`config.mk`:
```
export PLATFORM = sky130hd
export DESIGN_NAME = ex_mem_stage
export DESIGN_NICKNAME = d
export VERILOG_FILES = /design/src/rtl/cpu_pkg.sv /design/src/rtl/skid_fifo2.sv /design/src/rtl/ex_mem_stage.sv
export SDC_FILE = /design/constraint.sdc
export NUM_CORES = 1
export LEC_CHECK = 0
export BUFFER_PORTS_ARGS = -buffer_cell sky130_fd_sc_hd__buf_2
export CORE_UTILIZATION = 59
export CTS_BUF_LIST = sky130_fd_sc_hd__clkbuf_8
export CTS_CLUSTER_SIZE = 8
export DETAILED_ROUTE_END_ITERATION = 12
export PLACE_DENSITY_LB_ADDON = 0.3
export REMOVE_ABC_BUFFERS = 1
export SETUP_SLACK_MARGIN = 0.1
export SYNTH_ARGS = -nofsm -noshare
export SYNTH_HDL_FRONTEND = slang
export SYNTH_SLANG_ARGS = --single-unit
```
`constraint.sdc`:
```
create_clock -name clk -period 4.4 [get_ports clk]
set_clock_uncertainty 0.15 [all_clocks]
set_input_delay 0.44 -clock clk [delete_from_list [all_inputs] [get_ports clk]]
set_output_delay 0.44 -clock clk [all_outputs]
set_load 0.01 [all_outputs]
```
`src/rtl/cpu_pkg.sv`:
```
// Shared types and constants for the execute->memory boundary.
// The ALU result, store data and flags travel together as one ex_entry_t.
package cpu_pkg;

  localparam int DW = 48;
  localparam int AW = 4;
  localparam int FW = 4;

  // Flag bit positions: [3] B>A, [2] zero, [1] reserved (always 0), [0] other.
  localparam int FLAG_GT    = 3;
  localparam int FLAG_Z     = 2;
  localparam int FLAG_RSVD  = 1;
  localparam int FLAG_OTHER = 0;

  typedef struct packed {
    logic          reg_write;
    logic          mem_write;
    logic          mem_to_reg;
    logic          flag_write;
    logic [AW-1:0] wa3;
  } ex_ctrl_t;

  typedef struct packed {
    ex_ctrl_t      ctrl;
    logic [DW-1:0] result;
    logic [DW-1:0] wdata;
    logic [FW-1:0] flags;
  } ex_entry_t;

endpackage

```
`src/rtl/skid_fifo2.sv`:
```
// Two-entry in-order FIFO with occupancy count and synchronous flush.
// slot0 is always the head; a pop shifts slot1 forward.
module skid_fifo2 #(
  parameter type T = logic [7:0]
) (
  input  logic       clk,
  input  logic       rst_n,
  input  logic       flush,
  input  logic       push,
  input  T           din,
  input  logic       pop,
  output T           dout,
  output logic       valid,
  output logic [1:0] count
);

  T     slot0;
  T     slot1;
  logic pop_ok;
  logic push_ok;

  assign pop_ok  = pop & (count != 2'd0);
  assign push_ok = push & ((count != 2'd2) | pop_ok);

  always_ff @(posedge clk or negedge rst_n) begin
    if (!rst_n) begin
      count <= 2'd0;
      slot0 <= '0;
      slot1 <= '0;
    end else if (flush) begin
      count <= 2'd0;
    end else begin
      case ({push_ok, pop_ok})
        2'b10: begin
          if (count == 2'd0) slot0 <= din;
          else               slot1 <= din;
          count <= count + 2'd1;
        end
        2'b01: begin
          slot0 <= slot1;
          count <= count - 2'd1;
        end
        2'b11: begin
          // Simultaneous push and pop: occupancy unchanged, order preserved.
          if (count == 2'd2) begin
            slot0 <= slot1;
            slot1 <= din;
          end else begin
            slot0 <= din;
          end
        end
        default: ;
      endcase
    end
  end

  assign dout  = slot0;
  assign valid = (count != 2'd0);

endmodule

```
`src/rtl/ex_mem_stage.sv`:
```
// Execute->memory boundary: aligns issue-time control with the registered ALU
// result, buffers entries in a 2-entry FIFO and holds the architectural flags.
module ex_mem_stage
  import cpu_pkg::*;
#(
  parameter int DW = cpu_pkg::DW,
  parameter int AW = cpu_pkg::AW,
  parameter int FW = cpu_pkg::FW
) (
  input  logic          clk,
  input  logic          rst_n,
  input  logic          flush,
  input  logic          in_valid,
  output logic          in_ready,
  input  logic          RegWriteE,
  input  logic          MemWriteE,
  input  logic          MemtoRegE,
  input  logic          FlagWriteE,
  input  logic [AW-1:0] WA3E,
  input  logic [DW-1:0] WriteDataE,
  input  logic [DW-1:0] ALUResultE,
  input  logic [FW-1:0] ALUFlags,
  output logic          out_valid,
  input  logic          out_ready,
  output logic          RegWriteM,
  output logic          MemWriteM,
  output logic          MemtoRegM,
  output logic [AW-1:0] WA3M,
  output logic [DW-1:0] ALUOutM,
  output logic [DW-1:0] WriteDataM,
  output logic [FW-1:0] FlagsM
);

  // Handshake: a transfer happens on a rising edge where valid & ready are both
  // high. valid never depends on ready; ready here depends only on registers.

  logic          align_valid;
  ex_ctrl_t      align_ctrl;
  logic [DW-1:0] align_wdata;
  logic [1:0]    count;
  logic [2:0]    occupancy;
  logic          issue;
  logic          pop;
  ex_entry_t     push_entry;
  ex_entry_t     head;

  // The align slot plus FIFO entries never exceed the FIFO depth, so the push
  // out of the align slot always has room even if the head is not popped.
  assign occupancy = {1'b0, count} + {2'b00, align_valid};
  assign in_ready  = (occupancy < 3'd2);
  assign issue     = in_valid & in_ready & ~flush;
  assign pop       = out_valid & out_ready;

  always_ff @(posedge clk or negedge rst_n) begin
    if (!rst_n) begin
      align_valid <= 1'b0;
      align_ctrl  <= '0;
      align_wdata <= '0;
    end else begin
      align_valid <= issue;
      if (issue) begin
        align_ctrl.reg_write  <= RegWriteE;
        align_ctrl.mem_write  <= MemWriteE;
        align_ctrl.mem_to_reg <= MemtoRegE;
        align_ctrl.flag_write <= FlagWriteE;
        align_ctrl.wa3        <= WA3E;
        align_wdata           <= WriteDataE;
      end
    end
  end

  always_comb begin
    push_entry                  = '0;
    push_entry.ctrl             = align_ctrl;
    push_entry.result           = ALUResultE;
    push_entry.wdata            = align_wdata;
    push_entry.flags            = ALUFlags;
    push_entry.flags[FLAG_RSVD] = 1'b0;
  end

  skid_fifo2 #(
    .T (ex_entry_t)
  ) u_fifo (
    .clk   (clk),
    .rst_n (rst_n),
    .flush (flush),
    .push  (align_valid),
    .din   (push_entry),
    .pop   (pop),
    .dout  (head),
    .valid (out_valid),
    .count (count)
  );

  // Flags commit only when an entry leaves; a same-cycle flush does not cancel it.
  always_ff @(posedge clk or negedge rst_n) begin
    if (!rst_n) begin
      FlagsM <= '0;
    end else if (pop && head.ctrl.flag_write) begin
      FlagsM <= head.flags;
    end
  end

  assign RegWriteM  = head.ctrl.reg_write;
  assign MemWriteM  = head.ctrl.mem_write;
  assign MemtoRegM  = head.ctrl.mem_to_reg;
  assign WA3M       = head.ctrl.wa3;
  assign ALUOutM    = head.result;
  assign WriteDataM = head.wdata;

endmodule
```
[Word-level counts from Yosys, hierarchy flattened]
Index checks and enable logic that the tools add are counted.
Word-level totals
  flip-flop bits (word level): 279
  latch bits: 0
  RAM bits: 0
  bits in read-only memories: 0
  input bits: 113
  output and inout port bits: 109
  logic and storage cells: 60
  memories: 0
Cells by class
  add/sub/neg operators: 3
  multipliers: 0
  divide/modulo/power cells: 0
  order comparisons: 1
  eq/ne operators: 8
  shift-type cells: 0
  multiplexer cells: 8
  bitwise logic cells: 7
  reduce and logical (&&, ||, !) cells: 8
Operator list (number)
  108-bit 2-to-1 mux: 4
  108-bit case mux with 3 select lines: 1
  108-bit case mux with 2 select lines: 1
  2-bit equality test (second input constant): 3
  3-bit nonzero test: 2
  1-bit AND: 5
  2-bit by 1-bit inequality test with 1-bit output (second input constant): 2
  2-bit inequality test (second input constant): 2
  2-bit case mux with 2 select lines: 1
  4-bit AND reduction: 1
  2-bit nonzero test: 2
  2-bit by 1-bit adder with 3-bit output: 1
  3-bit by 2-bit less-than comparator with 1-bit output (second input constant): 1
  3-bit AND reduction: 1
  2-bit by 1-bit adder with 2-bit output (second input constant): 1
  2-bit by 1-bit equality test with 1-bit output (second input constant): 1
  2-bit zero test: 1
  2-bit 2-to-1 mux: 1
  2-bit by 1-bit subtractor with 2-bit output (second input constant): 1
  1-bit logical AND: 1
  1-bit inverter: 1
  1-bit bitwise OR: 1

[Longest topological paths before layout]
Gate-level depths: netlist of run 1.
  depth after elaboration: 8
  mapped depth: 8
  gate-level depth less buffers: 3

[Modules after synthesis]
From an unflattened synthesis of run 1, not the netlist that was laid out.
Second synthesis, totals
  cell total of the unflattened synthesis: 849
  area total of the unflattened synthesis: 11533.6 um2
By module, submodules not included
  skid_fifo2: times used 1, cells each 716, area an instance 9133.8 um2
  ex_mem_stage: times used 1, cells each 133, area an instance 2399.8 um2

[Worst setup path after synthesis of run 1]
No wires, ideal clock.
  path kind: in2reg
  start point: input out_ready
  end point: register u_fifo.slot1[41] (netlist bit)
  data arrival time: 1.616 ns
  required time: 4.125 ns
  slack: 2.509 ns
  stages: 6
  cell sequence: buf_4 > nand2b_1 > a21oi_4 > buf_4 > buf_6 > mux2_2
Between the ends
  longest elaborated chain between the ends: 7
Ends and longest elaborated chain
  start, declared: line ex_mem_stage.sv:24  | input logic out_ready,
  1-bit AND (*): line ex_mem_stage.sv:52  | assign pop = out_valid & out_ready;
  1-bit AND (*): line skid_fifo2.sv:22  | assign pop_ok = pop & (count != 2'd0);
  1-bit bitwise OR: line skid_fifo2.sv:23  | assign push_ok = push & ((count != 2'd2) | pop_ok);
  1-bit AND: line skid_fifo2.sv:23
  2-bit equality test: line skid_fifo2.sv:33  | case ({push_ok, pop_ok})
  2-bit by 1-bit inequality test with 1-bit output (no line) (tied with other cells)
  4-bit AND reduction (no line)
  end signal, assigned: line skid_fifo2.sv:36  | else slot1 <= din;
  end signal, assigned: line skid_fifo2.sv:47  | slot1 <= din;
  end, declared: line skid_fifo2.sv:18  | T slot1;
Mark *: on every way between the ends. The rest lies on a longest branch, timed or not.
A chain may end at the register's enable or synchronous reset.

[Final worst setup path of run 1]
  start point: register u_fifo.count[0]
  end point: output out_valid
Between the ends
  longest elaborated chain between the ends: 1
Ends and longest elaborated chain
  start, declared: line skid_fifo2.sv:14  | output logic [1:0] count
  start signal, assigned: line skid_fifo2.sv:37  | count <= count + 2'd1;
  start signal, assigned: line skid_fifo2.sv:41  | count <= count - 2'd1;
  2-bit nonzero test: line skid_fifo2.sv:58  | assign valid = (count != 2'd0);
  end, declared: line ex_mem_stage.sv:23  | output logic out_valid,
No other way between the ends.

==> results of run 1 <==
[worst max-delay path, cell delays in order (launching register included)]
cell and delay (ns):
dfrtp_1 0.65, or2_4 0.56, buf_4 0.76, buf_2 0.27
[per-stage QoR]
stage | hold WS (ns) | cells | total power, mW
after CTS | 0.000125 | 1591 | 7.14
after floorplan | -0.00559 | 897 | 4.33
after global routing | 0.00277 | 1591 | 7.49
after global placement | 0.318 | 1412 | 4.92
final | 0.0247 | 1591 | 7.10
after detailed placement | 0.327 | 1412 | 5.00
[cell families (layout without fill, tap and decap cells)]
| kind of cell | Yosys count | after routing | share of synthesized area [%] |
|---|---|---|---|
| buf+inv | 220 | 417 | 10.6 |
| compound gates | 330 | 330 | 15.8 |
| simple gates | 120 | 120 | 6.82 |
| other cells | 1 | 1 | 0.0285 |
| mux | 166 | 166 | 14.2 |
| flops | 276 | 276 | 52.5 |
| xor+xnor | 1 | 1 | 0.0666 |
[state kept, by name, summed over array words and instances (netlist names)]
register / cells
u_fifo.slot1: 107
align_ctrl: 8
u_fifo.count: 2
u_fifo.dout: 107
FlagsM: 3
align_wdata: 48
align_valid: 1
[routing by layer]
metal	part of all wire (%)	GRT usage, %	vias to the layer above
met5	0	0	-
met4	2.3	9.95	0
met3	6.2	5.63	55
met2	49	44.5	304
met1	43	34.0	4862
li1	-	-	4368
[synthesized netlist by cell type, drive strengths merged, types with 2 or more instances]
cell type and instances:
dfrtp 276, mux2 166, buf 156, nand3b 109, o21ai 109, a211oi 108
a31oi 107, clkbuf 61, a21oi 3, inv 3, nand2b 2, nor2b 2
[final timing paths]
kind,slack [ns],from,cells past startpoint,endpoint
worst max-delay path,0.93,u_fifo.count[0]$_DFFE_PN0P_,3,out_valid
worst min-delay path,0.02,ALUResultE[5],2,u_fifo.slot1[57]$_DFFE_PN0P_
worst max register to register,1.55,u_fifo.count[0]$_DFFE_PN0P_,5,u_fifo.dout[100]$_DFFE_PN0P_
worst min register to register,0.34,u_fifo.slot1[26]$_DFFE_PN0P_,1,u_fifo.slot1[26]$_DFFE_PN0P_
max in group asynchronous,2.59,rst_n,3,u_fifo.slot1[6]$_DFFE_PN0P_
min in group asynchronous,0.43,rst_n,2,u_fifo.dout[20]$_DFFE_PN0P_
[power by group]
group          internal, mW  switching (mW)
clock                  1.07           0.988
combinational         0.761           0.793
sequential             3.15           0.339
total                  4.98            2.12
[area by class of cell]
type	count	share of cell area, %
Inverter	3	0.0738
Timing Repair Buffer	335	14.8
Clock buffer	52	4.69
Sequential cell	276	45.3
Multi-Input combinational cell	618	32.1
Clock inverter	27	0.721
Tap cell	280	2.30
[repair_timing]
action,in CTS,in global routing
endpoints found under the hold margin,226,0
hold buffers,100,0
setup endpoints to repair,0,0
buffers inserted,0,0
==> impl_metrics.env, run 1 <==
export IMPL_area_growth_pct=16.0
export IMPL_synth_edff_count=0
export IMPL_grt_pass1_wl_um=47800
export IMPL_period_minus_slack_ns=3.47
export IMPL_avgSynthCellArea_um2=11.8
export IMPL_cp_end_kind="output pin"
export IMPL_antenna_found_initial=0
export IMPL_setup_tns_ns=0
export IMPL_clock_latency_ns=0.54
export IMPL_post_place_ws_ns=1.52
export IMPL_ioPinCount=222
export IMPL_ctsLongestPathBuffers=3
export IMPL_ys_seq_elements=276
export IMPL_fp_dieH_um=151
export IMPL_grt_max_degree=130
export IMPL_worstPathMaxFanout=72
export IMPL_clock_fmax_mhz=288
export IMPL_rsz0062_at_grt="no"
export IMPL_fp_row_count=54
export IMPL_drtIter0Drc=509
export IMPL_grt_use_total_pct=26.6
export IMPL_first_pass_iters=6
export IMPL_drc_errors=0
export IMPL_seq_area_frac_synth_pct=52.5
export IMPL_ys_dominant_reg_cell="dfrtp_1"
export IMPL_yosys_area_top_type="dfrtp_1"
export IMPL_start_util_pct=60.3
export IMPL_relSlewSlack_pct=20.7
export IMPL_final_cell_mix="dfrtp_1, buf_2, mux2_2, nand3b_1"
export IMPL_htree_levels=2
export IMPL_arrival_ns=2.88
export IMPL_yosysWarnings=0
export IMPL_dieArea_mm2=0.0229
export IMPL_clock_sinks=276
export IMPL_dpl_cell_area_mm2=0.0134
export IMPL_netlist_area_mm2=0.0132
export IMPL_fillCellCount=1564
export IMPL_design_core_area_mm2=0.0218
export IMPL_fin_ws_ns=0.930
export IMPL_clk_pin_slew_worst_paths_ns=0.06
export IMPL_power_leakage_nw=6.54
export IMPL_maxCapViolations=0
export IMPL_finalWirelength_um=30500
export IMPL_finish_net_count=1392
export IMPL_antenna_left=0
export IMPL_critPathKind="reg2out"
export IMPL_regArea_mm2=0.00691
export IMPL_drv_slew=0
export IMPL_crit_required_ns=3.81
export IMPL_mostFrequentLayoutCell="dfrtp_1"
export IMPL_multi_input_area_mm2=0.00490
export IMPL_cts_resized=0
export IMPL_cts_tree="yes"
export IMPL_setup_viol=0
export IMPL_fin_util_pct=69.9
export IMPL_hold_viol=0
export IMPL_netlist_area_leader_share_pct=52.5
export IMPL_antenna_cells=0
export IMPL_cts_buffers=45
export IMPL_die_w_um=151
export IMPL_drt_wirelength_per_cell_um=19.2
export IMPL_gr_total_overflow=0
export IMPL_routed_via_density=6.03
export IMPL_drive_above_1_share_pct=34.7
export IMPL_fin_area_mm2=0.0153
export IMPL_fin_crit_sh_pct=78.9
export IMPL_tightest_slew_ns=1.19
export IMPL_async_flop_share_pct=100
export IMPL_gp_congestion=0.743
export IMPL_grt_pass1_vias=9480
export IMPL_status="completed"
export IMPL_syn_inst=1114
export IMPL_critPathLaunchType="register"
export IMPL_max_vdd_ir_drop_uv=292
export IMPL_numPortBuffers=219
export IMPL_holdCritPathClass="in2reg"
export IMPL_synth_cell_types=30
export IMPL_powerDensity_mw_per_mm2=465
export IMPL_clockRootBuffer="clkbuf_8"
export IMPL_dp_hpwl_um=15800
export IMPL_synth_area_leaders="dfrtp_1, mux2_2, buf_4"
export IMPL_dr_total_vias=9589
Power figures use the tool's default switching activity.
==> run 2: changes to the inputs <==
- clock period: 4.4 -> 3.4 ns (I/O delays scaled with it)
==> impl_metrics.env, run 2 (same netlist as run 1, synthesis figures left out) <==
export IMPL_setup_viol=0
export IMPL_grt_use_total_pct=27.1
export IMPL_critPathLaunchType="register"
export IMPL_arrival_ns=2.67
export IMPL_drt_wirelength_per_cell_um=19.3
export IMPL_cts_tree="yes"
export IMPL_cp_end_kind="register"
export IMPL_rsz0062_at_grt="no"
export IMPL_tightest_slew_ns=0.737
export IMPL_finish_net_count=1405
export IMPL_clock_latency_ns=0.54
export IMPL_worstPathMaxFanout=50
export IMPL_max_vdd_ir_drop_uv=428
export IMPL_mostFrequentLayoutCell="dfrtp_1"
export IMPL_first_pass_iters=5
export IMPL_post_place_ws_ns=0.977
export IMPL_critPathKind="reg2reg"
export IMPL_critPathLaunch="u_fifo.count[0]$_DFFE_PN0P_"
export IMPL_ioPinCount=222
export IMPL_cp_depth=4
export IMPL_rr_endpoint="u_fifo.dout[76]$_DFFE_PN0P_"
export IMPL_maxCapViolations=0
export IMPL_dp_hpwl_um=16100
export IMPL_routed_via_density=5.99
export IMPL_dieArea_mm2=0.0229
export IMPL_fp_dieH_um=151
export IMPL_status="completed"
export IMPL_fillCellCount=1542
export IMPL_gr_total_overflow=0
export IMPL_cp_cell_sequence="or2_4 > a21o_4 > buf_4 > a31oi_1"
export IMPL_grt_pass1_vias=9662
export IMPL_powerDensity_mw_per_mm2=604
export IMPL_crit_required_ns=3.65
export IMPL_cts_resized=0
export IMPL_hold_buffers=109
export IMPL_fin_ws_ns=0.985
export IMPL_htree_levels=2
export IMPL_gp_congestion=0.745
export IMPL_clock_sinks=276
export IMPL_r2r_slack_ns=0.99
export IMPL_holdCritPathClass="in2reg"
export IMPL_r2r_cells=4
export IMPL_finalWirelength_um=31000
export IMPL_post_cts_buffers=0
export IMPL_critPathMaxStageDelay_ns=0.64
export IMPL_drtIter0Drc=480
export IMPL_worstReg2RegStart="u_fifo.count[0]$_DFFE_PN0P_"
export IMPL_clk_pin_slew_worst_paths_ns=0.06
export IMPL_hold_viol=0
export IMPL_numPortBuffers=219
export IMPL_grt_max_degree=133
export IMPL_clock_fmax_mhz=414
export IMPL_slowest_stage="dfrtp_1"
export IMPL_relSlewSlack_pct=50.8
export IMPL_dr_total_vias=9597
export IMPL_drive_above_1_share_pct=34.9
export IMPL_cts_buffers=45
export IMPL_ctsLongestPathBuffers=3
export IMPL_crit_end="u_fifo.dout[76]$_DFFE_PN0P_"
export IMPL_fin_crit_sh_pct=71.0
export IMPL_antenna_found_initial=0
export IMPL_grt_pass1_wl_um=49100
export IMPL_drv_slew=0
export IMPL_antenna_cells=0
export IMPL_fin_util_pct=71.1
export IMPL_drc_errors=0
export IMPL_start_util_pct=60.3
export IMPL_period_minus_slack_ns=2.41
export IMPL_fp_row_count=54
export IMPL_cp_num_buf_inv=1
export IMPL_clockRootBuffer="clkbuf_8"
export IMPL_design_core_area_mm2=0.0218
export IMPL_final_cell_mix="dfrtp_1, buf_2, mux2_2, nand3b_1, dlygate4sd3_1"
export IMPL_area_growth_pct=17.9
export IMPL_antenna_left=0
export IMPL_power_leakage_nw=6.63
export IMPL_die_w_um=151
export IMPL_crit_family="compound AO/OA/AOI/OAI gates"
==> run 2: layout make-up <==
cell class	instances	area, um2	share of cell area (%)
Sequential cell	276	6910	44.5
Tap cell	280	350	2.26
Multi-Input combinational cell	618	4900	31.6
Inverter	3	11.3	0.0726
Clock inverter	20	106	0.685
Clock buffer	57	785	5.05
Timing Repair Buffer	348	2460	15.8
==> run 2: worst min-delay path by stage <==
stage	start	to	slack [ns]	depth (start not counted)
2_1_floorplan	rst_n	FlagsM[0]$_DFFE_PN0P_	-0.11	0
3_3_place_gp	rst_n	align_wdata[16]$_DFFE_PN0P_	0.28	1
3_5_place_dp	rst_n	u_fifo.slot1[20]$_DFFE_PN0P_	0.28	1
4_1_cts	out_ready	u_fifo.count[0]$_DFFE_PN0P_	0.11	3
5_1_grt	out_ready	u_fifo.count[0]$_DFFE_PN0P_	0.15	3
6_report	out_ready	u_fifo.count[0]$_DFFE_PN0P_	0.14	3
==> run 2: metal layers <==
metal	global-route usage [%]	wire, um	vias up	share of wire [%]
met5	0	0	-	0
met1	33.1	12400	4831	40
met4	8.25	442	0	1.4
li1	-	-	4385	-
met2	47.7	15800	337	51
met3	6.17	2310	44	7.5
==> run 2: where the power goes <==
group	internal (mW)	leakage [nW]	switching (mW)
Sequential	4.07	3.33	0.438
Clock	1.57	0.519	1.25
Combinational	1.00	2.78	1.03
==> run 2: stage by stage <==
stage	std cells	area [um2]	TNS, ns	hold slack [ns]	total power, mW
after detailed placement	1416	13500	0	0.283	6.48
after global routing	1602	15500	0	0.146	9.88
after global placement	1416	13500	0	0.282	6.39
final	1602	15500	0	0.135	9.37
after CTS	1602	15500	0	0.106	9.41
after floorplan	897	11800	-398.85	-0.106	5.61
==> run 2: worst min-delay path, cell delays in order <==
cell      delay (ns)
buf_2           0.17
xor2_1          0.17
a211oi_1        0.09
